**src/rtl/conv_weight_loader_pkg.sv**
```systemverilog
// rtl/conv_weight_loader_pkg.sv - shared data width, controller stage encodings and kernel geometry
`ifndef DATA_WIDTH
`define DATA_WIDTH 16
`endif

package conv_weight_loader_pkg;

    localparam int DATA_W      = `DATA_WIDTH;
    localparam int KERNEL_SIZE = 3;
    localparam int NK          = KERNEL_SIZE * KERNEL_SIZE;
    localparam int NW          = NK + 1;
    localparam int CNT_W       = $clog2(NW + 1);

    localparam logic [2:0] STAGE_INIT    = 3'd0;
    localparam logic [2:0] STAGE_PRELOAD = 3'd1;
    localparam logic [2:0] STAGE_ROW_0   = 3'd2;
    localparam logic [2:0] STAGE_ROW_1   = 3'd3;
    localparam logic [2:0] STAGE_ROW_2   = 3'd4;
    localparam logic [2:0] STAGE_BIAS    = 3'd5;
    localparam logic [2:0] STAGE_LOAD    = 3'd6;
    localparam logic [2:0] STAGE_IDLE    = 3'd7;

    function automatic logic stage_is_capture(input logic [2:0] st);
        return (st == STAGE_ROW_0) || (st == STAGE_ROW_1) ||
               (st == STAGE_ROW_2) || (st == STAGE_BIAS);
    endfunction

    function automatic logic stage_is_clear(input logic [2:0] st);
        return (st == STAGE_PRELOAD) || (st == STAGE_LOAD);
    endfunction

endpackage

```
**src/rtl/conv_kernel_regbank.sv**
```systemverilog
// rtl/conv_kernel_regbank.sv - word register file with indexed write and whole-bank parallel load
module conv_kernel_regbank #(
    parameter int WIDTH = 16,
    parameter int DEPTH = 10,
    parameter int IDX_W = 4
) (
    input  logic                     clk,
    input  logic                     rst_n,
    input  logic                     wr_en_i,
    input  logic [IDX_W-1:0]         wr_idx_i,
    input  logic [WIDTH-1:0]         wr_data_i,
    input  logic                     copy_en_i,
    input  logic [DEPTH*WIDTH-1:0]   copy_data_i,
    output logic [DEPTH*WIDTH-1:0]   data_o
);

    logic [DEPTH*WIDTH-1:0] bank_q;

    // A whole-bank copy wins over a single-word write in the same cycle.
    always_ff @(posedge clk or negedge rst_n) begin
        if (!rst_n) begin
            bank_q <= '0;
        end else if (copy_en_i) begin
            bank_q <= copy_data_i;
        end else if (wr_en_i && (wr_idx_i < IDX_W'(DEPTH))) begin
            bank_q[int'(wr_idx_i)*WIDTH +: WIDTH] <= wr_data_i;
        end
    end

    assign data_o = bank_q;

endmodule

```
**src/rtl/conv_weight_loader.sv**
```systemverilog
// rtl/conv_weight_loader.sv - double-buffered kernel+bias assembler between weight cache and PE array
module conv_weight_loader
    import conv_weight_loader_pkg::*;
(
    input  logic                 clk,
    input  logic                 rst_n,
    input  logic [2:0]           current_state,
    input  logic [DATA_W-1:0]    i_weight,
    input  logic                 i_kernel_ready,
    output logic [NK*DATA_W-1:0] o_kernel,
    output logic [DATA_W-1:0]    o_bias,
    output logic                 o_kernel_valid,
    output logic                 o_shadow_full,
    output logic                 o_overrun
);

    logic [2:0]           state_d1_q;
    logic [CNT_W-1:0]     cnt_q, cnt_d;
    logic                 valid_q, valid_d;
    logic                 overrun_q, overrun_d;
    logic                 cap, clr, full, free, commit, shadow_wr;
    logic [CNT_W-1:0]     shadow_idx;
    logic [NW*DATA_W-1:0] shadow_data, active_data;

    // The cache registers its word, so decisions use the state from one cycle back.
    assign cap    = stage_is_capture(state_d1_q);
    assign clr    = stage_is_clear(state_d1_q);
    assign full   = (cnt_q == CNT_W'(NW));
    assign free   = !valid_q || i_kernel_ready;
    assign commit = full && free;

    always_comb begin
        cnt_d      = cnt_q;
        overrun_d  = overrun_q;
        valid_d    = valid_q;
        shadow_wr  = 1'b0;
        shadow_idx = commit ? '0 : cnt_q;
        if (clr) begin
            cnt_d     = '0;
            overrun_d = 1'b0;
        end else if (commit) begin
            // Shadow drains into active this edge, so a coincident word starts the next set.
            cnt_d     = cap ? CNT_W'(1) : '0;
            shadow_wr = cap;
        end else if (cap) begin
            if (full) begin
                overrun_d = 1'b1;
            end else begin
                cnt_d     = cnt_q + CNT_W'(1);
                shadow_wr = 1'b1;
            end
        end
        if (commit) begin
            valid_d = 1'b1;
        end else if (valid_q && i_kernel_ready) begin
            valid_d = 1'b0;
        end
    end

    always_ff @(posedge clk or negedge rst_n) begin
        if (!rst_n) begin
            state_d1_q <= STAGE_INIT;
            cnt_q      <= '0;
            valid_q    <= 1'b0;
            overrun_q  <= 1'b0;
        end else begin
            state_d1_q <= current_state;
            cnt_q      <= cnt_d;
            valid_q    <= valid_d;
            overrun_q  <= overrun_d;
        end
    end

    conv_kernel_regbank #(
        .WIDTH (DATA_W),
        .DEPTH (NW),
        .IDX_W (CNT_W)
    ) u_shadow (
        .clk         (clk),
        .rst_n       (rst_n),
        .wr_en_i     (shadow_wr),
        .wr_idx_i    (shadow_idx),
        .wr_data_i   (i_weight),
        .copy_en_i   (1'b0),
        .copy_data_i ('0),
        .data_o      (shadow_data)
    );

    conv_kernel_regbank #(
        .WIDTH (DATA_W),
        .DEPTH (NW),
        .IDX_W (CNT_W)
    ) u_active (
        .clk         (clk),
        .rst_n       (rst_n),
        .wr_en_i     (1'b0),
        .wr_idx_i    ('0),
        .wr_data_i   ('0),
        .copy_en_i   (commit),
        .copy_data_i (shadow_data),
        .data_o      (active_data)
    );

    assign o_kernel       = active_data[NK*DATA_W-1:0];
    assign o_bias         = active_data[NW*DATA_W-1:NK*DATA_W];
    assign o_kernel_valid = valid_q;
    assign o_shadow_full  = full;
    assign o_overrun      = overrun_q;

endmodule
```
**config.mk**
```make
export PLATFORM = sky130hd
export DESIGN_NAME = conv_weight_loader
export DESIGN_NICKNAME = d
export VERILOG_FILES = /design/src/rtl/conv_weight_loader_pkg.sv /design/src/rtl/conv_kernel_regbank.sv /design/src/rtl/conv_weight_loader.sv
export SDC_FILE = /design/constraint.sdc
export NUM_CORES = 1
export LEC_CHECK = 0
export BUFFER_PORTS_ARGS = -buffer_cell sky130_fd_sc_hd__buf_2
export CORE_UTILIZATION = 50
export CTS_BUF_LIST = sky130_fd_sc_hd__clkbuf_8
export DETAILED_ROUTE_END_ITERATION = 8
export PLACE_DENSITY = 0.79
export REMOVE_ABC_BUFFERS = 1
export SLEW_MARGIN = 20
export SYNTH_ARGS = -nofsm -noshare
export SYNTH_HDL_FRONTEND = slang
export SYNTH_SLANG_ARGS = --single-unit
```
**constraint.sdc**
```tcl
create_clock -name clk -period 7.2 [get_ports clk]
set_clock_uncertainty 0.15 [all_clocks]
set_input_delay 0.72 -clock clk [delete_from_list [all_inputs] [get_ports clk]]
set_output_delay 0.72 -clock clk [all_outputs]
set_load 0.05 [all_outputs]
```
# --- Word-level counts from Yosys, hierarchy flattened ---
# Cells that the tools add are included.
totals:
  regBits: 329
  output_inout_bits: 163
  word_cells: 52
op_classes:
  addsub: 2
  order_cmp: 1
  eq_ne: 9
  shifts: 2
  muxes: 17
  reduce_logical: 15
ops:
  columns: ["cell", "count"]
  rows:
  - ["160-bit bitwise mux", 1]
  - ["16-bit by 33-bit variable shift with 160-bit output (first input constant)", 1]
  - ["16-bit by 33-bit variable part select with 160-bit output", 1]
  - ["8-bit negator with 33-bit output", 1]
  - ["4-bit two-way mux", 5]
  - ["1-bit two-way mux", 11]
  - ["3-bit == test (second input constant)", 3]
  - ["3-bit by 2-bit == test with 1-bit output (second input constant)", 2]
  - ["2-bit nonzero test", 3]
  - ["1-bit logical OR", 5]
  - ["4-bit by 1-bit adder with 4-bit output (second input constant)", 1]
  - ["4-bit == test (second input constant)", 1]
  - ["4-bit less-than comparator (second input constant)", 1]
  - ["3-bit by 1-bit == test with 1-bit output (second input constant)", 1]
  - ["1-bit logical AND", 3]
  - ["3-bit by 2-bit != test with 1-bit output (second input constant)", 1]
  - ["3-bit AND reduction", 1]
  - ["3-bit nonzero test", 1]
  - ["2-bit != test (second input constant)", 1]
  - ["2-bit AND reduction", 1]
  - ["1-bit logical NOT", 1]

# --- Logic depth before layout (Yosys ltp) ---
depth:
  word_depth: 8
  mapped_depth: 16
  depth_no_buf: 12

# --- Cells and area by module ---
# Synthesis repeated with hierarchy kept, for this count alone.
unflattened:
  cells_unflattened: 1370
  area_unflattened_um2: 16040.4
modules_own_cells:
  columns: ["mod", "instances", "cells_per_inst", "area_per_inst_um2"]
  rows:
  - ["conv_kernel_regbank at u_active", 1, 673, 7922.6]
  - ["conv_kernel_regbank at u_shadow", 1, 645, 7602.3]
  - ["conv_weight_loader", 1, 52, 515.5]

# --- Worst setup path before layout ---
# OpenSTA, ideal clock, no wires.
synth_timing:
  path_type: "register to register"
  from: "register cnt_q[0]"
  to: "register u_shadow.bank_q[90], in the netlist u_shadow.data_o[90]"
  arrival_time_ns: 3.568
  path_slack_ns: 3.358
  stages_incl_launch_ff: 16
  path_buffers: 3
  period_less_slack_ns: 3.842
  path_cell_list: "dfrtp_1 -> inv_1 -> ha_1 -> nand3b_4 -> inv_2 -> nand2_1 -> clkbuf_1 -> clkbuf_1 -> nand2_1 -> ha_1 -> nor2b_2 -> nor2_1 -> or3_1 -> nand4_2 -> buf_2 -> mux2_2"
synth_via:
  elab_chain_cells: 6
synth_rtl:
  columns: ["item", "line_no", "rtl"]
  rows:
  - ["start, declared", "conv_weight_loader.sv:18", "logic [CNT_W-1:0] cnt_q, cnt_d;"]
  - ["start signal, assigned", "conv_weight_loader.sv:68", "cnt_q <= cnt_d;"]
  - ["4-bit == test *", "conv_weight_loader.sv:28", "assign full = (cnt_q == CNT_W'(NW));"]
  - ["via o_shadow_full", "conv_weight_loader.sv:13", "output logic o_shadow_full,"]
  - ["1-bit logical AND or 1-bit two-way mux (tied branches)", "conv_weight_loader.sv:30, conv_weight_loader.sv:46", null]
  - ["4-bit two-way mux or 1-bit two-way mux (tied branches)", "conv_weight_loader.sv:37, conv_weight_loader.sv:45", null]
  - ["8-bit negator with 33-bit output or 1-bit two-way mux (tied branches)", "conv_kernel_regbank.sv:26, conv_weight_loader.sv:41", null]
  - ["16-bit by 33-bit variable part select with 160-bit output (tied with other cells)", "conv_kernel_regbank.sv:26", "bank_q[int'(wr_idx_i)*WIDTH +: WIDTH] <= wr_data_i;"]
  - ["160-bit bitwise mux or 1-bit logical AND (tied branches)", "conv_kernel_regbank.sv:26, conv_kernel_regbank.sv:25", null]
  - ["end signal, assigned", "conv_kernel_regbank.sv:24", "bank_q <= copy_data_i;"]
  - ["end signal, assigned by index", "conv_kernel_regbank.sv:26", null]
  - ["end, declared", "conv_kernel_regbank.sv:17", "logic [DEPTH*WIDTH-1:0] bank_q;"]
# Mark *: on every way through the listed nets, which the timed path passes. The rest lies on a longest branch.
# A chain may end at the register's enable or synchronous reset.

# --- Worst setup path after layout ---
layout_timing:
  from: "register cnt_q[0]"
  to: "register u_shadow.bank_q[152], in the netlist u_shadow.data_o[152]"
layout_via:
  elab_chain_cells: 6
layout_rtl:
  columns: ["item", "line_no"]
  rows:
  - ["4-bit == test", "conv_weight_loader.sv:28"]
  - ["1-bit logical AND or 1-bit two-way mux (tied branches)", "conv_weight_loader.sv:30, conv_weight_loader.sv:46"]
  - ["4-bit two-way mux or 1-bit two-way mux (tied branches)", "conv_weight_loader.sv:37, conv_weight_loader.sv:45"]
  - ["8-bit negator with 33-bit output or 1-bit two-way mux (tied branches)", "conv_kernel_regbank.sv:26, conv_weight_loader.sv:41"]
  - ["16-bit by 33-bit variable part select with 160-bit output (tied with other cells)", "conv_kernel_regbank.sv:26"]
  - ["160-bit bitwise mux or 1-bit logical AND (tied branches)", "conv_kernel_regbank.sv:26, conv_kernel_regbank.sv:25"]
# Several ways; a longest one is shown, not always the timed one.

==> run metrics <==
drt first pass iters 5; Comb power frac 0.316; top fanout value on the critical path 99; initial drt markers 777; remaining global-route overflow 0; number of hold buffers added after cts 1; Wirelength per Cell 17.3 um; relative contribution of the clock network to total power 0.245; placement-stage worst setup slack 2.39 ns; RSZ-0062 raised after global routing no; total CTS buffers 51; sequential cell fraction of total power 0.439; antenna diode count 0; number of ports placed on the die boundary 185; synthesized area divided by synthesized cell count 10.8 um2; routed via count divided by cell count 5.16; Data arrival, critical path 5.05 ns; largest net degree at the start of global routing 183; global-route wire length before repair 48400 um; slowest stage delay, CP 0.78 ns; count of vias placed by the detailed router 9048; CTS sink count 329; critical path's slowest cell or3_1; vertical die dimension 163 um; final worst path period need 4.77 ns; initial core utilization 0.514; worst path bufs/invs 2; P_int 0.00373 W; number of input and output port buffers inserted 184; number of cells on the worst reg-to-reg path 11; switching share of power 0.383; TritonCTS clock tree built; Seq/Total Area, Yosys 0.633; most frequent CP cell ha_1; classification of the worst-slack hold path input pin to flip-flop; Net Switching 0.00231 W; power density normalized to cell area 398 nW/um2; level count of the clock H-tree 2; endpoint type of the worst setup path flip-flop; count of synthesis-stage warnings from yosys 0; GRT Util Overall 0.236; dominant register cell in the synthesized netlist dfrtp_1; area enclosed by the die boundary 26700 um2; setup violators final 0; most used standard cell by instance count after synthesis nand2_1; final critical-path share of the clock period 0.663; width of the die 163 um; number of instances in the synthesized netlist 1206; antenna violations before repair 1; status finished, final reports clean; critical-path cell list inv_1 > ha_1 > nand3b_4 > inv_2 > nand2_4 > nand2_1 > ha_1 > nor4_1 > o311ai_1 > or3_1 > mux2_4; share of layout cells above drive strength 1 0.268; largest cells by area after synthesis dfrtp_1 (63%), nand2_1 (15%), mux2_2 (7.4%); largest area contributor in the synthesized netlist dfrtp_1; Post-Syn Area 13000 um2; Final GP Congestion 0.820; Static Leak 8.68 nW; CP top delay family simple AND/OR/NAND/NOR gates; drt total wl 30400 um; Detail Route Antenna Nets 0; nets 1419; Hold Crit Depth 1; Core Footprint 25300 um2; count of state elements after synthesis 329; count of final hold-check violations 0; logic depth of the worst path, buffers included 11; clock slew seen by the registers of the worst setup and hold paths 0.06 ns; # resized after CTS 0; Root Buffer Master clkbuf_8; Setup Buffers After CTS 0; number of synthesized flops with an enable pin 0; transition time at the pin with the least slew margin 1.05 ns; number of max-cap violations 0; fraction of registers with async set/reset 1.00; DP Cell Count 1668; post-detailed-route DRC marker count 0; fillers 2087; maximum achievable frequency 210 MHz; Slew Limit Headroom 0.297; synth cell count leaders nand2_1 (525), dfrtp_1 (329), mux2_2 (86); required time at the worst-slack endpoint 7.48 ns; number of distinct standard cells referenced by the synthesized netlist 47; half-perimeter wire length after detailed placement 19100 um; clock network latency to the later pin of the worst-skew pair 0.56 ns; category of the most critical setup path flip-flop to flip-flop; final count of pins violating max slew 0; area delta synth->final 16.6%; worst-case clock buffer depth 3; kind of start point of the critical path flip-flop; worst setup margin 2.43 ns; maximum vdd ir drop 233 uV; portion of synthesized cell area occupied by the leading cell type 0.633; site row count 58; number of global-route vias before repair 9066; final cell count without fillers 1754
per-stage QoR:
stage | hold slack [ns] | utilization | TNS (ns) | cell area, um2 | power (W)
global route | 0.0990 | 0.599 | 0 | 15200 | 0.00637
global placement | 0.293 | 0.560 | 0 | 14200 | 0.00452
CTS | 0.109 | 0.599 | 0 | 15200 | 0.00609
floorplan | 0.274 | - | -9.90 | 12700 | 0.00403
detailed placement | 0.301 | 0.560 | 0 | 14200 | 0.00459
finish | 0.130 | 0.599 | 0 | 15200 | 0.00604
layer usage:
layer,vias to the layer above,share of wire,GRT usage
li1,4237,-,-
met1,4461,0.45,0.323
met2,291,0.46,0.372
met3,59,0.061,0.0490
met4,0,0.027,0.0824
met5,-,0,0
cells in the final DEF (no fill, tap or decap), drive strengths merged, types with 4 or more instances in the layout:
cell type | synthesis | layout
a21oi | 6 | 6
mux2 | 106 | 106
nand3 | 4 | 4
ha | 5 | 5
o21ai | 47 | 47
buf | 14 | 192
and2 | 35 | 35
nor2 | 9 | 9
or3 | 5 | 5
nand2 | 525 | 525
a22o | 10 | 10
dfrtp | 329 | 329
inv | 19 | 40
clkbuf | 46 | 59
mux2i | 12 | 12
area by class of cell:
type / instances / area, um2 / area share
sequential: 329 / 8230 / 0.543
multi-input combinational: 798 / 4470 / 0.295
timing repair buffer: 193 / 1020 / 0.0671
clock buffer: 59 / 812 / 0.0535
tap: 330 / 413 / 0.0272
clock inverter: 26 / 156 / 0.0103
inverter: 19 / 71.3 / 0.00470
sequential cells by signal (all words and copies together) (netlist names):
register         count
cnt_q                4
o_kernel_valid       1
o_overrun            1
state_d1_q           3
u_active.data_o    160
u_shadow.data_o    160
worst paths after layout:
| path | from | endpoint | slack (ns) |
|---|---|---|---|
| setup / recovery | cnt_q[0] | u_shadow.data_o[152] | 2.43 |
| hold / removal | current_state[1] | state_d1_q[1] | 0.13 |
| setup reg to reg | cnt_q[0] | u_shadow.data_o[152] | 2.43 |
| hold reg to reg | u_shadow.data_o[123] | u_active.data_o[123] | 0.31 |
| max in group asynchronous | rst_n | u_active.data_o[72] | 5.00 |
| min in group asynchronous | rst_n | u_active.data_o[83] | 0.56 |
power by group through the flow:
stage / sequential, W / combinational, W / clock [W]
6_report: 0.00265 / 0.00191 / 0.00148
5_1_grt: 0.00271 / 0.00206 / 0.00161
4_1_cts: 0.00265 / 0.00192 / 0.00152
3_5_place_dp: 0.00267 / 0.00191 / 0
3_3_place_gp: 0.00266 / 0.00187 / 0
2_1_floorplan: 0.00327 / 0.000757 / 0
kinds of logic (layout without fill, tap and decap cells):
kind of cell	count (synthesis)	after routing	share of synthesized area
muxes	118	118	0.107
and+or+nand+nor	593	593	0.186
AOI/OAI and AO/OA	77	77	0.0403
DFF	329	329	0.633
adders and majority gates	5	5	0.00481
xor gates and xnor gates	5	5	0.00337
buffers and inverters	79	297	0.0261
No activity file was read; power rests on OpenSTA's default activity.
